$ cat src/rtl/carry_chain_pkg.sv
// Shared types and elaboration helpers for the multi-cycle carry-chain adder.
//   state_t     : controller states (IDLE, RUN, DONE), 2-bit encoding
//   chunk_count : number of slice-wide chunks in a full-width operation
//   k_width     : width of the chunk index, ceil(log2(n)) with a minimum of 1
package carry_chain_pkg;

    typedef enum logic [1:0] {
        IDLE = 2'd0,
        RUN  = 2'd1,
        DONE = 2'd2
    } state_t;

    function automatic int unsigned chunk_count(input int unsigned data_w,
                                                input int unsigned slice_w);
        return data_w / slice_w;
    endfunction

    function automatic int unsigned k_width(input int unsigned n);
        int unsigned w;
        w = 1;
        while ((32'd1 << w) < n) begin
            w = w + 1;
        end
        return w;
    endfunction

endpackage

$ cat src/rtl/carry_chain_seq_slice.sv
// Combinational SLICE_W-bit carry chain in carry-mux form.
//   a, b      : slice operands
//   ci        : carry into bit 0
//   sum       : a + b + ci (modulo 2^SLICE_W)
//   co        : carry out of the top bit
//   c_msb_in  : carry into the top bit (used for signed overflow)
module carry_slice #(
    parameter int unsigned SLICE_W = 16
) (
    input  logic [SLICE_W-1:0] a,
    input  logic [SLICE_W-1:0] b,
    input  logic               ci,
    output logic [SLICE_W-1:0] sum,
    output logic               co,
    output logic               c_msb_in
);

    always_comb begin
        logic c;
        logic p;
        sum      = '0;
        c_msb_in = 1'b0;
        c        = ci;
        for (int unsigned i = 0; i < SLICE_W; i++) begin
            p      = a[i] ^ b[i];
            sum[i] = p ^ c;
            if (i == SLICE_W - 1) begin
                c_msb_in = c;
            end
            // Propagate passes the incoming carry; otherwise a==b and a is the carry.
            c = p ? c : a[i];
        end
        co = c;
    end

endmodule

$ cat src/rtl/carry_chain_seq.sv
// Multi-cycle wide adder/subtractor that time-shares one SLICE_W-bit carry
// chain across DATA_W/SLICE_W chunks, LSB chunk first.
//   CLK, RST_N           : clock, synchronous active-low reset
//   IN_VALID / IN_READY  : operation request handshake (ready only in IDLE)
//   A, B, SUB, CIN       : operands and mode, sampled on accept
//   OUT_VALID / OUT_READY: result handshake (valid only in DONE)
//   SUM, COUT, OVF       : registered result, carry-out (no-borrow for SUB),
//                          signed overflow
module carry_chain_seq
    import carry_chain_pkg::*;
#(
    parameter int unsigned DATA_W  = 64,
    parameter int unsigned SLICE_W = 16
) (
    input  logic              CLK,
    input  logic              RST_N,
    input  logic              IN_VALID,
    output logic              IN_READY,
    input  logic [DATA_W-1:0] A,
    input  logic [DATA_W-1:0] B,
    input  logic              SUB,
    input  logic              CIN,
    output logic              OUT_VALID,
    input  logic              OUT_READY,
    output logic [DATA_W-1:0] SUM,
    output logic              COUT,
    output logic              OVF
);

    localparam int unsigned N  = chunk_count(DATA_W, SLICE_W);
    localparam int unsigned KW = k_width(N);

    generate
        if (SLICE_W < 1 || DATA_W < SLICE_W || (DATA_W % SLICE_W) != 0) begin : g_bad_params
            $error("carry_chain_seq: DATA_W must be a non-zero multiple of SLICE_W");
        end
    endgenerate

    state_t            state;
    state_t            state_next;
    logic [KW-1:0]     k;
    logic              carry;
    logic [DATA_W-1:0] op_a;
    logic [DATA_W-1:0] op_b;
    logic              accept;
    logic              k_last;

    logic [SLICE_W-1:0] chunk_a;
    logic [SLICE_W-1:0] chunk_b;
    logic [SLICE_W-1:0] slice_sum;
    logic               slice_co;
    logic               slice_c_msb_in;

    assign k_last  = (k == KW'(N - 1));
    assign chunk_a = SLICE_W'(op_a >> (k * SLICE_W));
    assign chunk_b = SLICE_W'(op_b >> (k * SLICE_W));

    carry_slice #(
        .SLICE_W (SLICE_W)
    ) u_slice (
        .a        (chunk_a),
        .b        (chunk_b),
        .ci       (carry),
        .sum      (slice_sum),
        .co       (slice_co),
        .c_msb_in (slice_c_msb_in)
    );

    always_ff @(posedge CLK) begin
        if (!RST_N) begin
            state <= IDLE;
        end else begin
            state <= state_next;
        end
    end

    always_comb begin
        state_next = state;
        accept     = 1'b0;
        IN_READY   = 1'b0;
        OUT_VALID  = 1'b0;
        case (state)
            IDLE: begin
                IN_READY = 1'b1;
                if (IN_VALID) begin
                    accept     = 1'b1;
                    state_next = RUN;
                end
            end
            RUN: begin
                if (k_last) begin
                    state_next = DONE;
                end
            end
            DONE: begin
                OUT_VALID = 1'b1;
                if (OUT_READY) begin
                    state_next = IDLE;
                end
            end
            default: state_next = IDLE;
        endcase
    end

    always_ff @(posedge CLK) begin
        if (!RST_N) begin
            k     <= '0;
            carry <= 1'b0;
            op_a  <= '0;
            op_b  <= '0;
            SUM   <= '0;
            COUT  <= 1'b0;
            OVF   <= 1'b0;
        end else if (accept) begin
            // Subtraction is A + ~B + 1: invert B here and seed the carry with 1.
            op_a  <= A;
            op_b  <= SUB ? ~B : B;
            carry <= SUB ? 1'b1 : CIN;
            k     <= '0;
        end else if (state == RUN) begin
            for (int unsigned i = 0; i < N; i++) begin
                if (k == KW'(i)) begin
                    SUM[i*SLICE_W +: SLICE_W] <= slice_sum;
                end
            end
            carry <= slice_co;
            if (k_last) begin
                COUT <= slice_co;
                OVF  <= slice_c_msb_in ^ slice_co;
            end else begin
                k <= k + 1'b1;
            end
        end
    end

endmodule

$ cat config.mk
export PLATFORM = sky130hd
export DESIGN_NAME = carry_chain_seq
export DESIGN_NICKNAME = d
export VERILOG_FILES = /design/src/rtl/carry_chain_pkg.sv /design/src/rtl/carry_chain_seq_slice.sv /design/src/rtl/carry_chain_seq.sv
export SDC_FILE = /design/constraint.sdc
export NUM_CORES = 1
export LEC_CHECK = 0
export BUFFER_PORTS_ARGS = -buffer_cell sky130_fd_sc_hd__buf_2
export CAP_MARGIN = 25
export CORE_MARGIN = 4
export CORE_UTILIZATION = 31
export CTS_CLUSTER_SIZE = 12
export DETAILED_ROUTE_END_ITERATION = 10
export PLACE_DENSITY = 0.61
export REMOVE_ABC_BUFFERS = 1
export SLEW_MARGIN = 10
export SYNTH_ARGS = -nofsm -noshare
export SYNTH_HDL_FRONTEND = slang
export SYNTH_SLANG_ARGS = --single-unit
$ cat constraint.sdc
create_clock -name CLK -period 3.7 [get_ports CLK]
set_input_delay 0.185 -clock CLK [delete_from_list [all_inputs] [get_ports CLK]]
set_output_delay 0.185 -clock CLK [all_outputs]
set_load 0.01 [all_outputs]
==> flow_metrics.tcl, run 1 <==
set metrics [dict create \
    synth_cell_types 53 \
    placed_cells 1551 \
    cts_resized 0 \
    r2r_setup_slack_ns 0.34 \
    post_drt_wl_per_cell_um 16.0 \
    root_buffer "clkbuf_16" \
    finalWorstPathRequiredPeriod_ns 3.36 \
    crit_chain "buf_12 > mux4_2 > maj3_2 > a22oi_2 > a21oi_2 > o221ai_2 > o2111ai_1 > a311oi_2 > or2_2 > o211ai_1" \
    sw_frac_of_total 0.270 \
    start_util 0.316 \
    grt_use_total 0.152 \
    fin_area_um2 11700 \
    critPathSlowestCell "mux4_2" \
    setup_violations 0 \
    timing.final.crit_share 0.909 \
    tightest_slew_ns 0.893 \
    dp_hpwl_um 18500 \
    maxSlewViolCount 0 \
    rsz0062_at_grt "no" \
    ys_ff_latch 199 \
    first_global_vias 7493 \
    setup-tns-final_ns 0 \
    hold_viol 0 \
    p_comb_frac 0.164 \
    maxSlewHeadroom 0.403 \
    p_leak_nw 5.10 \
    viasPerCell 4.78 \
    cp_data_arrival_time_ns 3.66 \
    p_int_w 0.00378 \
    layout.nets 1354 \
    rows 63 \
    area_delta_synth_final_pct 24.5 \
    cts_buffers 17 \
    yosysSeqAreaShare 0.423 \
    clk_latency_ns 0.43 \
    fin_cells 1619 \
    clkTransAtPathRegs_ns 0.08 \
    status "complete, no violations" \
    antenna_cells 0 \
    syn_area_um2 9430 \
    antenna_found_initial 0 \
    p_seq_frac 0.451 \
    cp_max_fo 12 \
    post_dp_cell_area_um2 10700 \
    end_kind "register" \
    cp_num_buf_inv 1 \
    port_buffers 201 \
    post_route_cells_drive_above_1_share 0.244 \
    dr.pass1.iters 5 \
    grt_pass1_wl_um 40600 \
    holdCritPathClass "in -> reg" \
    cp_data_required_time_ns 4.00 \
    maxCapViolations 0 \
    antenna_left 0 \
    cts.sinks 199 \
    critPathLaunchType "register" \
    synth_warnings 0 \
    drtIter0Drc 503 \
    postSynthCellCount 1028 \
    cp_slowest_stage_delay_ns 0.62 \
    routabilityCongestion 0.808 \
    grt_start_max_net_pins 122 \
    critPathTopFamily "compound AO/OA/AOI/OAI gates" \
    n_fill_cell 3080 \
    remaining_drc_errors 0 \
    switchingPower_w 0.00140 \
    totalWireLength_um 25900 \
    ir_drop_mv 0.305 \
    power_density_nw_per_um2 442 \
    max_freq_mhz 297 \
    clock_power_share 0.385 \
    die_h_um 182 \
    h-tree-depth 4 \
    die_w_um 182 \
    cts_setup_buffers 0 \
    critPathKind "reg -> reg" \
    vias 7744 \
    die-area_um2 33300 \
    grt_overflow_total 0 \
    cts_tree "built" \
    num_io_pins 202 \
    coreArea_um2 29800 \
    clk_path_buf_depth 2 \
    fin_worst_skew_ns 0.0102 \
    syn_avg_cell_area_um2 9.17 \
]
## per-stage QoR
step	util	hold WS (ns)	setup WS [ns]	power, W
global placement	0.360	0.441	0.396	0.00320
global route	0.394	0.00548	0.0649	0.00543
CTS	0.393	0.000426	0.284	0.00525
floorplan	-	0.303	-0.558	0.00290
finish	0.394	0.0216	0.337	0.00518
detailed placement	0.360	0.444	0.301	0.00322
## flip-flops by register name, indices dropped and copies added, names as in the netlist
signal	cells
SUM	64
COUT	1
op_a	64
state	2
OVF	1
k	2
op_b	64
carry	1
## worst min-delay path: cells and delay by family
| family | cells | cell delay [ns] |
|---|---|---|
| AOI/OAI and AO/OA | 1 | 0.07 |
| and+or+nand+nor | 1 | 0.05 |
| buffers and inverters | 1 | 0.10 |
## routing by layer
metal  global-route usage  part of all wire  up-vias
met5                    0                 0        -
met4               0.0303             0.010        0
met3               0.0309             0.045       19
met2                0.248              0.47      177
met1                0.212              0.48     3666
li1                     -                 -     3882
## kinds of logic after synthesis
family / Yosys count / synth area share
and+or+nand+nor: 371 / 0.158
xor gates and xnor gates: 95 / 0.0891
buffers and inverters: 85 / 0.0382
DFF: 199 / 0.423
AOI/OAI and AO/OA: 235 / 0.204
muxes: 33 / 0.0763
adders and majority gates: 10 / 0.0122
## power groups by stage
stage          clock [W]  combinational [W]  sequential, W
2_1_floorplan          0           0.000516        0.00238
3_3_place_gp           0           0.000815        0.00239
3_5_place_dp           0           0.000827        0.00239
4_1_cts          0.00205           0.000858        0.00234
5_1_grt          0.00214           0.000942        0.00235
6_report         0.00200           0.000851        0.00234
## area by class of cell
type                            instances  area, um^2  share of cell area
Clock buffer                           21         470              0.0401
Clock inverter                         11         161              0.0138
Inverter                                5        18.8             0.00160
Multi-Input combinational cell        744        5090               0.434
Sequential cell                       199        3990               0.340
Tap cell                              390         488              0.0416
Timing Repair Buffer                  249        1520               0.130
## synthesized netlist by cell type, drive strengths merged
cell type,number,area share
nand2b,2,0.0013
a211o,1,0.00093
mux2i,1,0.0011
a21bo,1,0.0011
o22ai,3,0.0027
xor2,4,0.0037
xnor2,91,0.085
clkbuf,62,0.025
mux2,1,0.0012
dfxtp,199,0.42
o21ai,22,0.012
nand2,304,0.12
o221ai,3,0.0041
mux4,31,0.074
a31oi,7,0.0046
a311oi,1,0.0016
nor2,21,0.0084
maj3,6,0.0069
o21a,2,0.0016
ha,4,0.0053
a22oi,2,0.0021
or3,2,0.0013
inv,5,0.0020
o211ai,6,0.0048
and2,13,0.0089
buf,18,0.012
o31ai,2,0.0031
nor2b,3,0.0020
a21boi,109,0.087
o211a,68,0.072
or2,2,0.0013
a21oi,5,0.0031
nand3,23,0.013
o2111a,1,0.0012
nand3b,1,0.00080
o2111ai,1,0.00093
o31a,1,0.00093
## path summary, 6_finish.rpt
path                                           start                     to  depth (start not counted)
worst max-delay path               k[0]$_SDFFE_PP0P_   SUM[47]$_SDFFE_PN0P_                         10
worst min-delay path                           A[32]  op_a[32]$_SDFFE_PN0P_                          3
worst max register to register     k[0]$_SDFFE_PP0P_   SUM[47]$_SDFFE_PN0P_                         10
worst min register to register  SUM[13]$_SDFFE_PN0P_   SUM[13]$_SDFFE_PN0P_                          2
## timing repair
item	in CTS	in global routing
endpoints found under the hold margin	35	0
hold buffers	35	0
setup endpoints to repair	0	0
## cells in the final DEF, fill, tap and decap left out, drive strengths merged, types with 2 or more instances in the layout
master	instances
or3	2
nand2	304
o221ai	3
buf	214
nor2	21
dlygate4sd3	35
bufinv	3
o22ai	3
xor2	4
ha	4
mux4	31
a21oi	5
or2	2
o211ai	6
a21boi	109
dfxtp	199
and2	13
nor2b	3
inv	9
a22oi	2
xnor2	91
nand3	23
a31oi	7
o211a	68
maj3	6
clkinvlp	3
o31ai	2
o21ai	22
clkbuf	21
nand2b	2
o21a	2
(Power assumes the default switching activity.)
==> inputs of run 2 (changes only) <==
- BUFFER_PORTS_ARGS: -buffer_cell sky130_fd_sc_hd__buf_2 -> not set
- CORE_ASPECT_RATIO: not set -> 1.25
- DONT_BUFFER_PORTS: not set -> 1
- PLACE_DENSITY: 0.61 -> 0.56
==> flow_metrics.tcl, run 2 (synthesis results as in run 1) <==
set metrics [dict create \
    critPathKind "reg -> reg" \
    clk_latency_ns 0.46 \
    regToRegStartpoint "k[0]$_SDFFE_PP0P_" \
    drtIter0Drc 431 \
    totalWireLength_um 26900 \
    place_ws_ns 0.296 \
    p_total_w 0.00504 \
    max_freq_mhz 295 \
    rows 71 \
    cp_data_arrival_time_ns 3.70 \
    antenna_left 0 \
    dp_hpwl_um 18000 \
    maxCapViolations 0 \
    layout_common_cells "nand2_1, dfxtp_1, dlygate4sd3_1, a21boi_0, xnor2_1" \
    r2r-end "SUM[31]$_SDFFE_PN0P_" \
    critPathSlowestCell "mux4_2" \
    maxSlewHeadroom 0.435 \
    routabilityCongestion 0.756 \
    start_util 0.314 \
    cts_buffers 17 \
    area_delta_synth_final_pct 20.8 \
    vias 7313 \
    top_regs "SUM x64, op_a x64, op_b x64" \
    ir_drop_mv 0.209 \
    r2r_setup_slack_ns 0.32 \
    cts_resized 0 \
    timing.final.crit_share 0.915 \
    grt_start_max_net_pins 187 \
    coreArea_um2 30000 \
    cts_setup_buffers 0 \
    cp_num_buf_inv 1 \
    fin_cells 1502 \
    die_w_um 164 \
    cp_data_required_time_ns 4.02 \
    die-area_um2 33300 \
    finalWorstPathRequiredPeriod_ns 3.38 \
    wl_met3_um 1620 \
    setup_violations 0 \
    post_route_cells_drive_above_1_share 0.0909 \
    remaining_drc_errors 0 \
    cts_tree "built" \
    layout.nets 1225 \
    cp.depth 11 \
    final_util 0.379 \
    port_buffers 0 \
    num_io_pins 202 \
    power_density_nw_per_um2 443 \
    end_kind "register" \
    clk_path_buf_depth 2 \
    die_h_um 203 \
    routed-wl-met2_um 13200 \
    post_dp_cell_area_um2 9710 \
    cp_slowest_stage_delay_ns 0.60 \
    clkTransAtPathRegs_ns 0.08 \
    holdCritPathClass "in -> reg" \
    status "complete, no violations" \
    first_global_vias 7377 \
    tightest_slew_ns 0.846 \
    crit_chain "buf_12 > mux4_2 > and2_4 > maj3_2 > a22oi_2 > a21oi_2 > o221ai_2 > o2111ai_1 > a311oi_2 > or2_2 > o211ai_1" \
    grt_pass1_wl_um 41700 \
    wirelength_met1_um 11500 \
    p_leak_nw 4.51 \
    seq_area_um2 3990 \
    grt_overflow_total 0 \
    postCtsHoldBufs 108 \
    dr.pass1.iters 4 \
    final_common_cell "nand2_1" \
    critPathLaunchType "register" \
    topRoutingLayerUsed "met4" \
    multi_input_area_um2 5090 \
    cts.sinks 199 \
    cp_max_fo 23 \
    maxSlewViolCount 0 \
    n_fill_cell 3106 \
    hold_viol 0 \
    post_drt_wl_per_cell_um 17.9 \
    antenna_found_initial 1 \
    crit_path_start "k[0]$_SDFFE_PP0P_" \
    root_buffer "clkbuf_16" \
    placed_cells 1361 \
    reg2reg_depth 11 \
    h-tree-depth 4 \
    fin_worst_skew_ns 0.0268 \
    rsz0062_at_grt "no" \
    fin_area_um2 11400 \
    critPathTopFamily "compound AO/OA/AOI/OAI gates" \
    setup_ws_ns 0.315 \
    grt_use_total 0.162 \
    crit_end "SUM[31]$_SDFFE_PN0P_" \
    viasPerCell 4.87 \
]
-- run 2: worst reg2reg max path: cells and delay by family, from the launching register on --
family                     cells  cell delay (ns)
DFF                            1             0.36
and+or+nand+nor                2             0.44
AOI/OAI and AO/OA              6             1.31
buffers and inverters          1             0.21
muxes                          1             0.62
adders and majority gates      1             0.31
-- run 2: cell type report --
cell class,count,area share
Tap cell,401,0.0441
Clock buffer,18,0.0386
Sequential cell,199,0.350
Multi-Input combinational cell,744,0.447
Antenna cell,1,0.000220
Inverter,5,0.00165
Timing Repair Buffer,120,0.107
Clock inverter,14,0.0123
-- run 2: worst min path at each step --
| stage | start | end | slack, ns | cells after the start |
|---|---|---|---|---|
| after global placement | A[60] | op_a[60]$_SDFFE_PN0P_ | 0.34 | 2 |
| after floorplan | RST_N | state[1]$_SDFFE_PN0P_ | 0.30 | 1 |
| final | B[40] | op_b[40]$_SDFFE_PN0P_ | 0.009 | 3 |
| after detailed placement | A[42] | op_a[42]$_SDFFE_PN0P_ | 0.34 | 2 |
| after global routing | B[23] | op_b[23]$_SDFFE_PN0P_ | 0.006 | 3 |
| after CTS | B[52] | op_b[52]$_SDFFE_PN0P_ | 0.002 | 3 |
-- run 2: report_power, final --
group | total, W | internal (W) | switching, W
clock | 0.00189 | 0.000966 | 0.000928
combinational | 0.000801 | 0.000374 | 0.000427
sequential | 0.00235 | 0.00227 | 0.0000797
total | 0.00504 | 0.00361 | 0.00143
-- run 2: layer usage --
| metal | global-route usage | up-vias |
|---|---|---|
| li1 | - | 3623 |
| met3 | 0.0365 | 32 |
| met1 | 0.202 | 3473 |
| met5 | 0 | - |
| met4 | 0.0527 | 0 |
| met2 | 0.275 | 185 |
-- run 2: per-stage QoR --
stage | setup TNS (ns) | hold WS, ns
5_1_grt | 0 | 0.00572
3_5_place_dp | 0 | 0.340
6_report | 0 | 0.00856
3_3_place_gp | 0 | 0.337
2_1_floorplan | -75.92 | 0.303
4_1_cts | 0 | 0.00164
==> inputs of run 3 (changes only) <==
- CORE_ASPECT_RATIO: 1.25 -> 0.6
- CORE_UTILIZATION: 31 -> 40
- PLACE_DENSITY: 0.56 -> 0.65
==> flow_metrics.tcl, run 3 (synthesis results as in run 1) <==
set metrics [dict create \
    layout_common_cells "nand2_1, dfxtp_1, a21boi_0, dlygate4sd3_1, xnor2_1" \
    grt_start_max_net_pins 201 \
    power_density_nw_per_um2 448 \
    setup-tns-final_ns 0 \
    rsz0062_at_grt "no" \
    maxSlewHeadroom 0.444 \
    p_leak_nw 4.42 \
    cp_data_arrival_time_ns 3.73 \
    max_freq_mhz 293 \
    post_route_cells_drive_above_1_share 0.0897 \
    finalWorstPathRequiredPeriod_ns 3.41 \
    wl_met3_um 1880 \
    layout.nets 1206 \
    regToRegStartpoint "k[0]$_SDFFE_PP0P_" \
    clk_latency_ns 0.44 \
    rows 43 \
    cts.sinks 199 \
    status "complete, no violations" \
    clk_path_buf_depth 2 \
    clkTransAtPathRegs_ns 0.07 \
    routabilityCongestion 0.795 \
    end_kind "register" \
    area_delta_synth_final_pct 17.9 \
    holdCritPathClass "in -> reg" \
    critPathKind "reg -> reg" \
    r2r-end "OVF$_SDFFE_PN0P_" \
    root_buffer "clkbuf_16" \
    fin_worst_skew_ns 0.0121 \
    viasPerCell 5.26 \
    ir_drop_mv 0.307 \
    cts_tree "built" \
    vias 7348 \
    maxCapViolations 0 \
    routed-wl-met2_um 11400 \
    worstHoldPathCells 3 \
    wirelength_met1_um 12800 \
    cts_resized 0 \
    first_global_vias 7285 \
    cp_max_fo 32 \
    seq_area_um2 3990 \
    grt_overflow_total 0 \
    n_fill_cell 2193 \
    dp_hpwl_um 18000 \
    dr.pass1.iters 7 \
    post_drt_wl_per_cell_um 19.0 \
    final_common_cell "nand2_1" \
    port_buffers 0 \
    die_w_um 206 \
    coreArea_um2 23100 \
    tightest_slew_ns 0.832 \
    grt_use_total 0.202 \
    die_h_um 127 \
    antenna_left 0 \
    reg2reg_depth 10 \
    h-tree-depth 4 \
    whs_ns 0.0111 \
    multi_input_area_um2 5090 \
    setup_violations 0 \
    top_regs "SUM x64, op_a x64, op_b x64" \
    postCtsHoldBufs 92 \
    cp_data_required_time_ns 4.01 \
    cts_buffers 17 \
    maxSlewViolCount 0 \
    fin_cells 1397 \
    cts_setup_buffers 0 \
    r2r_setup_slack_ns 0.29 \
    start_util 0.407 \
    antenna_found_initial 1 \
    hold_end "op_b[27]$_SDFFE_PN0P_" \
    die-area_um2 26200 \
    hp-start "B[27]" \
    crit_path_start "k[0]$_SDFFE_PP0P_" \
    critPathLaunchType "register" \
    topRoutingLayerUsed "met4" \
    drtIter0Drc 478 \
    placed_cells 1272 \
    totalWireLength_um 26500 \
    grt_pass1_wl_um 41500 \
    hold_viol 0 \
    remaining_drc_errors 0 \
    timing.final.crit_share 0.923 \
    num_io_pins 202 \
]
run 3: cell types whose count changed in the layout (fill, tap and decap cells not counted), sizes merged:
cell and delta:
bufinv -1, inv +3, clkinvlp -4, dlygate4sd3 -16, buf -3, clkbuf +2
run 3: worst max path at each step:
| stage | endpoint | depth (start not counted) |
|---|---|---|
| finish | OVF$_SDFFE_PN0P_ | 10 |
| global route | OVF$_SDFFE_PN0P_ | 10 |
| CTS | SUM[63]$_SDFFE_PN0P_ | 10 |
| detailed placement | SUM[15]$_SDFFE_PN0P_ | 10 |
| global placement | SUM[47]$_SDFFE_PN0P_ | 10 |
| floorplan | op_b[0]$_SDFFE_PN0P_ | 4 |
run 3: per-stage QoR:
| stage | util | cell area (um^2) | total power, W | setup slack [ns] |
|---|---|---|---|---|
| 2_1_floorplan | - | 9080 | 0.00290 | -0.558 |
| 3_3_place_gp | 0.415 | 9600 | 0.00307 | 0.303 |
| 3_5_place_dp | 0.415 | 9600 | 0.00308 | 0.297 |
| 4_1_cts | 0.480 | 11100 | 0.00502 | 0.271 |
| 5_1_grt | 0.481 | 11100 | 0.00519 | 0.0269 |
| 6_report | 0.481 | 11100 | 0.00498 | 0.287 |
run 3: worst max-delay path: stages (launching register included):
cell	delay, ns
dfxtp_2	0.41
buf_12	0.30
mux4_2	0.65
maj3_2	0.35
a22oi_2	0.24
a21oi_2	0.12
o221ai_2	0.16
o2111ai_1	0.20
a311oi_2	0.51
or2_2	0.25
o211ai_1	0.10
run 3: layout make-up:
type	instances	area share
flip-flops and latches	199	0.359
repair buffers	101	0.0950
clock inverters	12	0.00957
well taps	315	0.0354
multi-input cells	744	0.458
diodes	1	0.000225
inverters	5	0.00169
clock buffers	20	0.0420
run 3: power breakdown:
part	switching (W)	internal, W
Clock	0.000892	0.000941
Combinational	0.000431	0.000364
Sequential	0.0000833	0.00227
run 3: per-layer routing:
metal,track usage,vias up
li1,-,3590
met1,0.287,3550
met2,0.305,187
met3,0.0580,21
met4,0.0477,0
met5,0,-
